$ cat src/rtl/i2c_timer.sv
// i2c_timer
//
// Bit and ACK-slot sequencer for an I2C receiver. It follows the SCL edge and
// START/STOP pulses from the line detectors. It tells the receive shifter when
// to sample SDA, and it frames the ACK slot that follows every byte.
//
// Parameters
//   BITS               data bits per byte before the ACK slot (1..15)
//
// Ports
//   clk                system clock; all logic on the rising edge
//   n_rst              synchronous, active-low reset
//   rising_edge_found  one-cycle pulse per SCL rising edge
//   falling_edge_found one-cycle pulse per SCL falling edge
//   start_found        one-cycle pulse on START or repeated START
//   stop_found         one-cycle pulse on STOP
//   shift_strobe       registered pulse: sample SDA into the shifter
//   byte_received      registered pulse: the BITS-th data bit was just sampled
//   ack_prep           registered pulse: falling edge that opens the ACK slot
//   check_ack          registered pulse: rising edge inside the ACK slot
//   ack_done           registered pulse: falling edge that closes the ACK slot
//   busy               high whenever the sequencer is not idle
module i2c_timer #(
  parameter int BITS = 8
) (
  input  logic clk,
  input  logic n_rst,
  input  logic rising_edge_found,
  input  logic falling_edge_found,
  input  logic start_found,
  input  logic stop_found,
  output logic shift_strobe,
  output logic byte_received,
  output logic ack_prep,
  output logic check_ack,
  output logic ack_done,
  output logic busy
);

  localparam int CW = $clog2(BITS + 1);
  localparam logic [CW-1:0] LAST = CW'(BITS);
  localparam logic [CW-1:0] ONE  = CW'(1);

  typedef enum logic [2:0] {
    IDLE,
    DATA,
    WAIT_ACK,
    ACK_SLOT,
    ACK_HOLD
  } state_t;

  state_t        state_reg, state_next;
  logic [CW-1:0] count_reg, count_next;

  logic strobe_reg, strobe_next;
  logic byte_reg,   byte_next;
  logic prep_reg,   prep_next;
  logic check_reg,  check_next;
  logic done_reg,   done_next;

  // A rising and a falling edge reported together cannot both be real.
  // Neither one is trusted in that case.
  logic rise_ok;
  logic fall_ok;

  assign rise_ok = rising_edge_found  && !falling_edge_found;
  assign fall_ok = falling_edge_found && !rising_edge_found;

  always_comb begin
    state_next  = state_reg;
    count_next  = count_reg;
    strobe_next = 1'b0;
    byte_next   = 1'b0;
    prep_next   = 1'b0;
    check_next  = 1'b0;
    done_next   = 1'b0;

    // STOP beats START, and START beats any edge. Either one drops the
    // current byte silently.
    if (stop_found) begin
      state_next = IDLE;
      count_next = '0;
    end else if (start_found) begin
      state_next = DATA;
      count_next = '0;
    end else begin
      case (state_reg)
        IDLE: begin
          // Edges outside a transfer mean nothing.
        end
        DATA: begin
          if (rise_ok) begin
            strobe_next = 1'b1;
            count_next  = count_reg + ONE;
            // The counter stops at BITS: the last bit moves the sequencer
            // out of DATA before another increment can happen.
            if (count_reg + ONE == LAST) begin
              byte_next  = 1'b1;
              state_next = WAIT_ACK;
            end
          end
        end
        WAIT_ACK: begin
          if (fall_ok) begin
            prep_next  = 1'b1;
            state_next = ACK_SLOT;
          end
        end
        ACK_SLOT: begin
          if (rise_ok) begin
            check_next = 1'b1;
            state_next = ACK_HOLD;
          end
        end
        ACK_HOLD: begin
          if (fall_ok) begin
            done_next  = 1'b1;
            count_next = '0;
            state_next = DATA;
          end
        end
        default: begin
          state_next = IDLE;
          count_next = '0;
        end
      endcase
    end
  end

  always_ff @(posedge clk) begin
    if (!n_rst) begin
      state_reg  <= IDLE;
      count_reg  <= '0;
      strobe_reg <= 1'b0;
      byte_reg   <= 1'b0;
      prep_reg   <= 1'b0;
      check_reg  <= 1'b0;
      done_reg   <= 1'b0;
    end else begin
      state_reg  <= state_next;
      count_reg  <= count_next;
      strobe_reg <= strobe_next;
      byte_reg   <= byte_next;
      prep_reg   <= prep_next;
      check_reg  <= check_next;
      done_reg   <= done_next;
    end
  end

  assign shift_strobe  = strobe_reg;
  assign byte_received = byte_reg;
  assign ack_prep      = prep_reg;
  assign check_ack     = check_reg;
  assign ack_done      = done_reg;
  assign busy          = (state_reg != IDLE);

endmodule

$ cat config.mk
export PLATFORM = sky130hd
export DESIGN_NAME = i2c_timer
export DESIGN_NICKNAME = d
export VERILOG_FILES = /design/src/rtl/i2c_timer.sv
export SDC_FILE = /design/constraint.sdc
export NUM_CORES = 1
export LEC_CHECK = 0
export ABC_AREA = 1
export CAP_MARGIN = 25
export CORE_AREA = 10 10 47 49
export DETAILED_ROUTE_END_ITERATION = 7
export DIE_AREA = 0 0 57 59
export PLACE_DENSITY = 0.75
export SLEW_MARGIN = 20
export SYNTH_ARGS = -nofsm -noshare
export SYNTH_HDL_FRONTEND = slang
export SYNTH_SLANG_ARGS = --single-unit
$ cat constraint.sdc
create_clock -name clk -period 2.7 [get_ports clk]
set_input_delay 0.405 -clock clk [delete_from_list [all_inputs] [get_ports clk]]
set_output_delay 0.405 -clock clk [all_outputs]
set_load 0.02 [all_outputs]
# Yosys cells after proc, flatten, opt, wreduce, memory -nomap -nowiden
# Index checks and enable logic that the tools add are counted.
# totals
register_bits	12
latchBits	0
ram_bits	0
romBits	0
output_inout_bits	6
mem_count	0
# classes
addsub	1
n_mul	0
div_mod_pow	0
magnitude_cmp	0
n_eq_ne	16
shifts	0
mux	13
bitwise	8
reduce_logical	17
# op_table
op	count
OR reduction 4 bit	4
two-way mux 3 bit	5
!= test 3 bit, second input constant	5
case mux 3 bit (5 select lines)	1
!= test 2 bit, second input constant	6
case mux 4 bit (3 select lines)	1
AND reduction 6 bit	2
two-way mux 4 bit	2
NOT 1 bit	8
equality test 3 x 2 -> 1 bit, second input constant	2
OR reduction 3 bit	2
OR reduction 5 bit	1
adder 4 x 1 -> 4 bit, second input constant	1
equality test 4 bit, second input constant	1
two-way mux 1 bit	4
equality test 3 x 1 -> 1 bit, second input constant	1
equality test 3 bit, second input constant	1
logical NOT 3 bit	1
AND reduction 3 bit	1
nonzero test 3 bit	1
logical AND 1 bit	2
logical NOT 1 bit	2
OR reduction 2 bit	1

# Depth between registers and ports, before layout
# Gate-level depths: netlist of run 1.
# depth
word_depth	6
depth_mapped	9
ltp_nobuf	9

# Worst setup path before layout of run 1
# OpenSTA, ideal clock, no wires.
# synth_timing
kind	register -> register
from	register state_reg[0]
to	register state_reg[1]
setup_ns	0.114
arrival_time_ns	1.063
path_slack_ns	1.523
path_stages_with_launch	8
synth_period_minus_slack_ns	1.177
cell_sequence	dfxtp_1 -> buf_4 -> nor2_2 -> nand2_1 -> nand2_1 -> nor2_2 -> a21oi_1 -> nor2_1
# synth_between
elab_chain_cells	3
elab_cells_between_ends	13
# synth_rtl
element	line	source
start: declaration	52	state_t state_reg, state_next;
start signal: assignment	140	state_reg <= state_next;
equality test 3 x 1 -> 1 bit (tied with other cells)	87	case (state_reg)
!= test 2 bit (no source line) or NOT 1 bit (tied branches)	n/a	
AND reduction 6 bit (no source line)	n/a	
# Several ways; a longest one is shown, not always the timed one.
# A chain may end at the register's enable or synchronous reset.

# Final worst setup path of run 1
# layout_timing
from	register state_reg[0]
to	output busy
# layout_between
elab_chain_cells	1
# layout_rtl
element	line	source
nonzero test 3 bit	155	assign busy = (state_reg != IDLE);
end: declaration	37	output logic busy
# Every way passes these cells.

==> run metrics, run 1 <==
CP Capture Type=primary output; status=completed; Pwr Density=456 mW/mm²; CTS tree=built; die area=0.00336 mm²; first-pass GRT wire length=2.69 mm; # DRC=0; Worst R2R End=state_reg[0]$_SDFFE_PP0P_; dpl ws=0.959 ns; final hold slack=0.485 ns; pins over their slew limit=0; dominant cell type by area after synthesis=dfxtp_1; Pwr Total=0.000365 W; cts hold-fix bufs=0; endpoints failing hold=0; I/O pin cnt=12; clk_skew=0.00161 ns; WP depth=3; n_diodes=0; WL final=1.43 mm; critical path startpoint category=flip-flop; port bufs=11; root buf cell=clkbuf_4; clk slew on worst S/H paths=0.08 ns; WP buf/inv=1; # Post-CTS Setup Buffers=0; cell area after synthesis=642 µm²; sequential-to-total area share from yosys stat=0.374; via density per instance=5.08; Post-CTS Resized=0; VDD IR max=0.000216 V; setup TNS=0 ns; setup violators final=0; half-perimeter wire length after placement=1.12 mm; Commonest cells post-synth=nand2_1, dfxtp_1, inv_1, nor2_1, nand3_1; Avg Inst Size Synth=6.83 µm²; Max clock buf depth=2; drt initial violations=6; Static Leak=0.346 nW; CP Class=flip-flop to primary output; syn_nets=101; Inserted Clock Buffers=3; Final #Nets=116; r2r startpoint=state_reg[0]$_SDFFE_PP0P_; Rows=14; critical path data arrival time=1.65 ns; critical path cell sequence=nor2_2, nand2_1, clkdlybuf4s50_1; Final period util=0.762; max cap viols=0; worst min path class=flip-flop to flip-flop; Critical Path Max Stage Delay=0.61 ns; # clock sinks=12; max_slew headroom=0.740; share of cells above drive strength 1=0.102; synth top area cells=dfxtp_1, nand2_1, inv_1; RSZ-0062 raised after global routing=false; Cells after Synth=94; max reg flops=4; final RePlAce weighted congestion=0.837; cell family with most CP delay=buffers and inverters; most numerous cell in the Yosys netlist=nand2_1; drt pass-1 iters=4; Worst Reg-to-Reg Cells=7; Req. time, crit path=2.30 ns; CTS H-tree lvls=1; number of global-route vias before repair=632; fmax=0.486 GHz; async set-reset flop share out of synthesis=0; Routed Antenna Nets=0; Initial Utilization=0.458; R2R Setup Slk=1.32 ns; Synth Flop Type=dfxtp_1; DP Cell Count=120; Critical path origin=state_reg[0]$_SDFFE_PP0P_; slowest CP cell=clkdlybuf4s50_1; largest net degree at the start of global routing=10; crit path capture=busy; post-synth cell types=22; DR WL/cell=11.5 µm; core area=0.00140 mm²; Die X=57 µm; Skew-Pair Late Insertion Delay=0.28 ns; Die Y=59 µm; initial antenna violation count=0; top cell type's share of synthesized area=0.374; Vias=630; Worst Tran Pin Value=0.389 ns; EDFF count, synth=0; Area Growth Syn to Fin=24.8%; Cell Count, Final, Fillers Out=124; GRT overflow=0; setup ws final=0.643 ns; Ys Warns=0; Synth Register Bits=12; GR Util All Layers=0.0991; Crit Path Max Fanout=9; fin crit period=2.06 ns
==> routing by layer <==
layer,share of wire,global-route usage,up-vias,routed length [µm]
met1,0.47,0.107,266,675
li1,-,-,339,-
met3,0.050,0.0365,5,71
met2,0.45,0.160,20,646
met5,0,0,-,0
met4,0.025,0.0638,0,36
==> worst register-to-register path, cell delays in order (launching register included) <==
cell and delay [ns]:
dfxtp_1 0.56, nand2_1 0.13, nor2_1 0.13, nand3_1 0.11, nand2_1 0.10, nor2_1 0.06
a21oi_1 0.14, nor2_1 0.06
==> worst min path at each step <==
stage | start | endpoint | slack [ns] | depth (start not counted)
floorplan | count_reg[2]$_SDFFE_PP0P_ | count_reg[2]$_SDFFE_PP0P_ | 0.45 | 2
global placement | count_reg[2]$_SDFFE_PP0P_ | count_reg[2]$_SDFFE_PP0P_ | 0.47 | 2
detailed placement | count_reg[2]$_SDFFE_PP0P_ | count_reg[2]$_SDFFE_PP0P_ | 0.47 | 2
CTS | count_reg[2]$_SDFFE_PP0P_ | count_reg[2]$_SDFFE_PP0P_ | 0.49 | 2
global route | count_reg[2]$_SDFFE_PP0P_ | count_reg[2]$_SDFFE_PP0P_ | 0.54 | 2
finish | count_reg[2]$_SDFFE_PP0P_ | count_reg[2]$_SDFFE_PP0P_ | 0.49 | 2
==> kinds of logic (layout without fill, tap and decap cells) <==
family / Yosys count / count (layout) / share of synthesized area
compound gates: 10 / 10 / 0.0936
simple gates: 57 / 57 / 0.425
flops: 12 / 12 / 0.374
buf+inv: 14 / 28 / 0.0877
fa+ha+maj: 1 / 1 / 0.0195
==> final cells by class <==
type                            instances  area [µm²]
Inverter                               13        48.8
Multi-Input combinational cell         68         345
Sequential cell                        12         240
Clock buffer                            4        36.3
Fill cell                             157         601
Tap cell                               16        20.0
Timing Repair Buffer                   11         110
==> cells in the final DEF, fill, tap and decap left out <==
cell / n
nand2_1: 24
inv_1: 12
nor2_1: 12
dfxtp_1: 12
clkdlybuf4s50_1: 11
nand3_1: 8
a21oi_1: 6
nor3_1: 3
clkbuf_4: 3
nor2_2: 2
nand4_1: 2
inv_2: 1
nand3_4: 1
o21ai_2: 1
nand3_2: 1
a22oi_1: 1
nor3_2: 1
a311oi_1: 1
o21ai_0: 1
and3_1: 1
nor4_1: 1
nor3b_1: 1
ha_1: 1
clkbuf_8: 1
==> through the flow <==
| step | utilization | area [µm²] |
|---|---|---|
| floorplan | - | 642 |
| global placement | 0.546 | 764 |
| detailed placement | 0.546 | 764 |
| CTS | 0.571 | 801 |
| global route | 0.571 | 801 |
| finish | 0.571 | 801 |
==> power breakdown <==
part           internal [W]  total [W]  leakage (nW)  switching [W]
Sequential         0.000178   0.000181        0.0968     0.00000311
Combinational     0.0000167  0.0000367         0.228      0.0000201
Clock             0.0000821   0.000147        0.0210      0.0000651
Total              0.000277   0.000365         0.346      0.0000883
(Power assumes the default switching activity.)
==> run 2: changes to the inputs <==
Settings changed: CORE_AREA 10 10 47 49 to not set, CORE_MARGIN set to 10, CORE_UTILIZATION set to 44, DIE_AREA 0 0 57 59 to not set, PLACE_DENSITY 0.75 to 0.72.
Clock period 2.7 ns to 1.7 ns, I/O delays scaled along.
==> run 2 against run 1 <==
Total power grew 45%; sequential share of layout area is 0.37 points lower; sequential power increased by 57%; non-clock buffer count is 3 higher; clock skew is 0.0032 ns higher; register-to-register slack worse by 0.97 ns; wire length is 2.9% higher; critical path type unchanged; first-iteration DRC count grew 83%; critical endpoint is now check_ack.
==> run metrics, run 2 (synthesis results as in run 1) <==
CTS H-tree lvls=1; fmax=0.692 GHz; # DRC=0; Max clock buf depth=2; Worst Reg-to-Reg Cells=7; drt pass-1 iters=5; half-perimeter wire length after placement=1.14 mm; Crit Path Max Fanout=1; WP buf/inv=1; port bufs=11; setup TNS=0 ns; Routed Antenna Nets=0; GRT overflow=0; slowest CP cell=clkdlybuf4s50_1; CP Class=flip-flop to primary output; Final period util=0.850; Rows=13; hold path startpoint=count_reg[3]$_SDFFE_PP0P_; Die X=58.2 µm; final hold slack=0.488 ns; GR Util All Layers=0.0949; clk_skew=0.00478 ns; pins over their slew limit=0; share of cells above drive strength 1=0.118; die area=0.00339 mm²; largest net degree at the start of global routing=10; drt initial violations=11; final RePlAce weighted congestion=0.848; most common cell after layout, fill and taps aside=nand2_1; critical path data arrival time=1.19 ns; CP Capture Type=primary output; Worst R2R End=count_reg[2]$_SDFFE_PP0P_; cts hold-fix bufs=0; area of the multi-input gates=345 µm²; WL final=1.47 mm; status=completed; setup violators final=0; n_diodes=0; clk slew on worst S/H paths=0.08 ns; fillcell total=118; Critical Path Max Stage Delay=0.60 ns; worst min path class=flip-flop to flip-flop; DR WL/cell=11.8 µm; VDD IR max=0.000271 V; core area=0.00133 mm²; R2R Setup Slk=0.35 ns; I/O pin cnt=12; Area Growth Syn to Fin=26.3%; Hold Path End=count_reg[3]$_SDFFE_PP0P_; fin crit period=1.44 ns; initial antenna violation count=0; max reg flops=4; max cap viols=0; Worst Tran Pin Value=0.309 ns; RSZ-0062 raised after global routing=false; critical path startpoint category=flip-flop; Inserted Clock Buffers=3; CTS tree=built; Skew-Pair Late Insertion Delay=0.28 ns; Final #Nets=119; Vias=647; Initial Utilization=0.481; number of global-route vias before repair=593; endpoints failing hold=0; Register Area=240 µm²; Static Leak=0.370 nW; max_slew headroom=0.794; Die Y=58.2 µm; r2r startpoint=state_reg[1]$_SDFFE_PP0P_; # clock sinks=12; first-pass GRT wire length=2.57 mm; Hold Crit Depth=2; Req. time, crit path=1.44 ns; critical path cell sequence=clkdlybuf4s50_1; commonest cells after routing, fill and taps aside=nand2_1, inv_1, nor2_1, dfxtp_1, clkdlybuf4s50_1; root buf cell=clkbuf_4; via density per instance=5.18; Pwr Density=652 mW/mm²; cell family with most CP delay=buffers and inverters; WP depth=1
[run 2: cell type report]
class / count / share of cell area
Multi-Input combinational cell: 68 / 0.426
Sequential cell: 12 / 0.296
Timing Repair Buffer: 14 / 0.167
Inverter: 13 / 0.0602
Clock buffer: 3 / 0.0278
Tap cell: 15 / 0.0231
[run 2: how the worst max path moves through the flow]
stage / from / endpoint / slack [ns]
CTS: state_reg[1]$_SDFFE_PP0P_ / busy / 0.02
global placement: falling_edge_found / count_reg[2]$_SDFFE_PP0P_ / 0.12
floorplan: state_reg[0]$_SDFFE_PP0P_ / state_reg[1]$_SDFFE_PP0P_ / 0.52
global route: state_reg[1]$_SDFFE_PP0P_ / count_reg[2]$_SDFFE_PP0P_ / 0.16
finish: check_ack$_SDFF_PP0_ / check_ack / 0.26
detailed placement: falling_edge_found / count_reg[2]$_SDFFE_PP0P_ / 0.08
[run 2: what timing repair did]
item,CTS,global route
endpoints found under the setup margin,0,1
resized for setup,0,1
setup buffers,0,0
[run 2: metrics by stage]
stage	instances	area (µm²)	setup WS [ns]	total power, W	utilization
after floorplan	94	642	0.523	0.000331	-
after global placement	122	786	0.119	0.000355	0.589
after detailed placement	122	786	0.0848	0.000356	0.589
after CTS	125	808	0.0183	0.000530	0.606
after global routing	125	811	0.164	0.000553	0.608
final	125	811	0.255	0.000529	0.608
[run 2: report_power, final]
part | internal (W) | leakage (nW) | switching (W) | total, W
combinational | 0.0000282 | 0.260 | 0.0000373 | 0.0000656
sequential | 0.000283 | 0.0968 | 0.00000126 | 0.000284
clock | 0.0000821 | 0.0138 | 0.0000973 | 0.000179
[run 2: per-layer routing]
layer,vias to the layer above,track usage,share of wire
met5,-,0,0
met4,0,0.0604,0.027
met3,7,0.0414,0.061
met2,17,0.135,0.42
met1,284,0.113,0.49
li1,339,-,-
==> run 3: changes to the inputs <==
Clock period 1.7 ns to 1.27 ns, I/O delays scaled along.
==> run 3 against run 2 <==
First-iteration DRC count is 18% lower; count of clock-buffer cells in the layout is 1 higher; sequential share of layout area is 2.6 points lower; setup slack worse by 0.18 ns; highest routed layer unchanged; sequential power is 33% higher; register-to-register slack worse by 0.27 ns; critical endpoint is now count_reg[2]$_SDFFE_PP0P_; final area is 13% higher; clock power is 65% higher; non-clock buffer count is 9 higher; largest cell class unchanged.
==> run metrics, run 3 (synthesis results as in run 1) <==
I/O pin cnt=12; Die Y=58.2 µm; Final period util=0.937; CTS H-tree lvls=1; GRT overflow=0; root buf cell=clkbuf_4; via density per instance=5.05; WL final=1.59 mm; pins over their slew limit=0; cts hold-fix bufs=0; Worst Tran Pin Value=0.203 ns; Area Growth Syn to Fin=42.7%; number of global-route vias before repair=595; Inserted Clock Buffers=3; setup violators final=0; Rows=13; DR WL/cell=11.8 µm; # DRC=0; Die X=58.2 µm; CP Class=input port to flip-flop; RSZ-0062 raised after global routing=true; final RePlAce weighted congestion=0.909; CTS tree=built; first-pass GRT wire length=2.55 mm; most common cell after layout, fill and taps aside=nand2_1; max reg flops=4; core area=0.00133 mm²; max_slew headroom=0.863; commonest cells after routing, fill and taps aside=nand2_1, inv_1, buf_4; fmax=0.840 GHz; Initial Utilization=0.481; max cap viols=0; GR Util All Layers=0.0959; clk slew on worst S/H paths=0.07 ns; Vias=682; worst min path class=flip-flop to flip-flop; largest net degree at the start of global routing=9; share of cells above drive strength 1=0.308; clk_skew=0.00201 ns; Crit Path Max Fanout=7; initial antenna violation count=0; endpoints failing hold=0; Static Leak=0.434 nW; drt pass-1 iters=4; # clock sinks=12; Max clock buf depth=2; Req. time, crit path=1.44 ns; Pwr Density=851 mW/mm²; VDD IR max=0.000695 V; drt initial violations=9; half-perimeter wire length after placement=1.27 mm; critical path startpoint category=input port; Routed Antenna Nets=0; dpl ws=-0.224 ns; n_diodes=0; Skew-Pair Late Insertion Delay=0.27 ns; CP Capture Type=flip-flop; critical path data arrival time=1.36 ns; fillcell total=126; die area=0.00339 mm²; setup ws final=0.0795 ns; Final #Nets=128; fin crit period=1.19 ns; status=completed; port bufs=11; setup TNS=0 ns
-- run 3: power by group --
group	internal, W	total, W	switching [W]
registers	0.000377	0.000379	0.00000206
clock network	0.000174	0.000295	0.000121
logic	0.0000497	0.000105	0.0000555
-- run 3: per-stage QoR --
stage	total power (W)	instances	util	cell area, µm²	hold WS [ns]
after floorplan	0.000443	94	-	642	0.351
after CTS	0.000786	135	0.663	885	0.478
final	0.000779	135	0.687	916	0.476
after global routing	0.000812	135	0.687	916	0.504
after global placement	0.000488	131	0.640	853	0.465
after detailed placement	0.000489	131	0.640	853	0.467
-- run 3: layout make-up --
| cell class | count | area, µm² | share of cell area |
|---|---|---|---|
| Inverter | 13 | 48.8 | 0.0533 |
| Clock buffer | 4 | 36.3 | 0.0396 |
| Multi-Input combinational cell | 68 | 368 | 0.402 |
| Tap cell | 15 | 18.8 | 0.0205 |
| Sequential cell | 12 | 248 | 0.270 |
| Timing Repair Buffer | 23 | 196 | 0.214 |
-- run 3: layer usage --
layer  track usage  wire, µm  up-vias  part of all wire
met4        0.0503        28        0             0.018
met3        0.0458        88        5             0.055
met1         0.103       706      304              0.44
met2         0.152       768       13              0.48
met5             0         0        -                 0
li1              -         -      360                 -
-- run 3: timing repair --
item / in CTS / in global routing
endpoints found under the setup margin: 8 / 8
cloned: 0 / 0
gates resized for setup: 9 / 16
pin swaps: 0 / 1
buffers inserted: 0 / 0
-- run 3: worst paths after layout --
check	startpoint	to	depth (start not counted)	slack [ns]
min reg2reg	count_reg[3]$_SDFFE_PP0P_	count_reg[3]$_SDFFE_PP0P_	2	0.48
min	count_reg[3]$_SDFFE_PP0P_	count_reg[3]$_SDFFE_PP0P_	2	0.48
max	falling_edge_found	count_reg[2]$_SDFFE_PP0P_	7	0.08
max reg2reg	state_reg[2]$_SDFFE_PP0P_	state_reg[0]$_SDFFE_PP0P_	9	0.08
-- run 3: worst max-delay path: stages --
cell and delay (ns):
clkdlybuf4s50_1 0.45, inv_1 0.08, nand2_2 0.11, o21ai_2 0.22, nand2_2 0.09, o21ai_0 0.16, a21oi_1 0.05
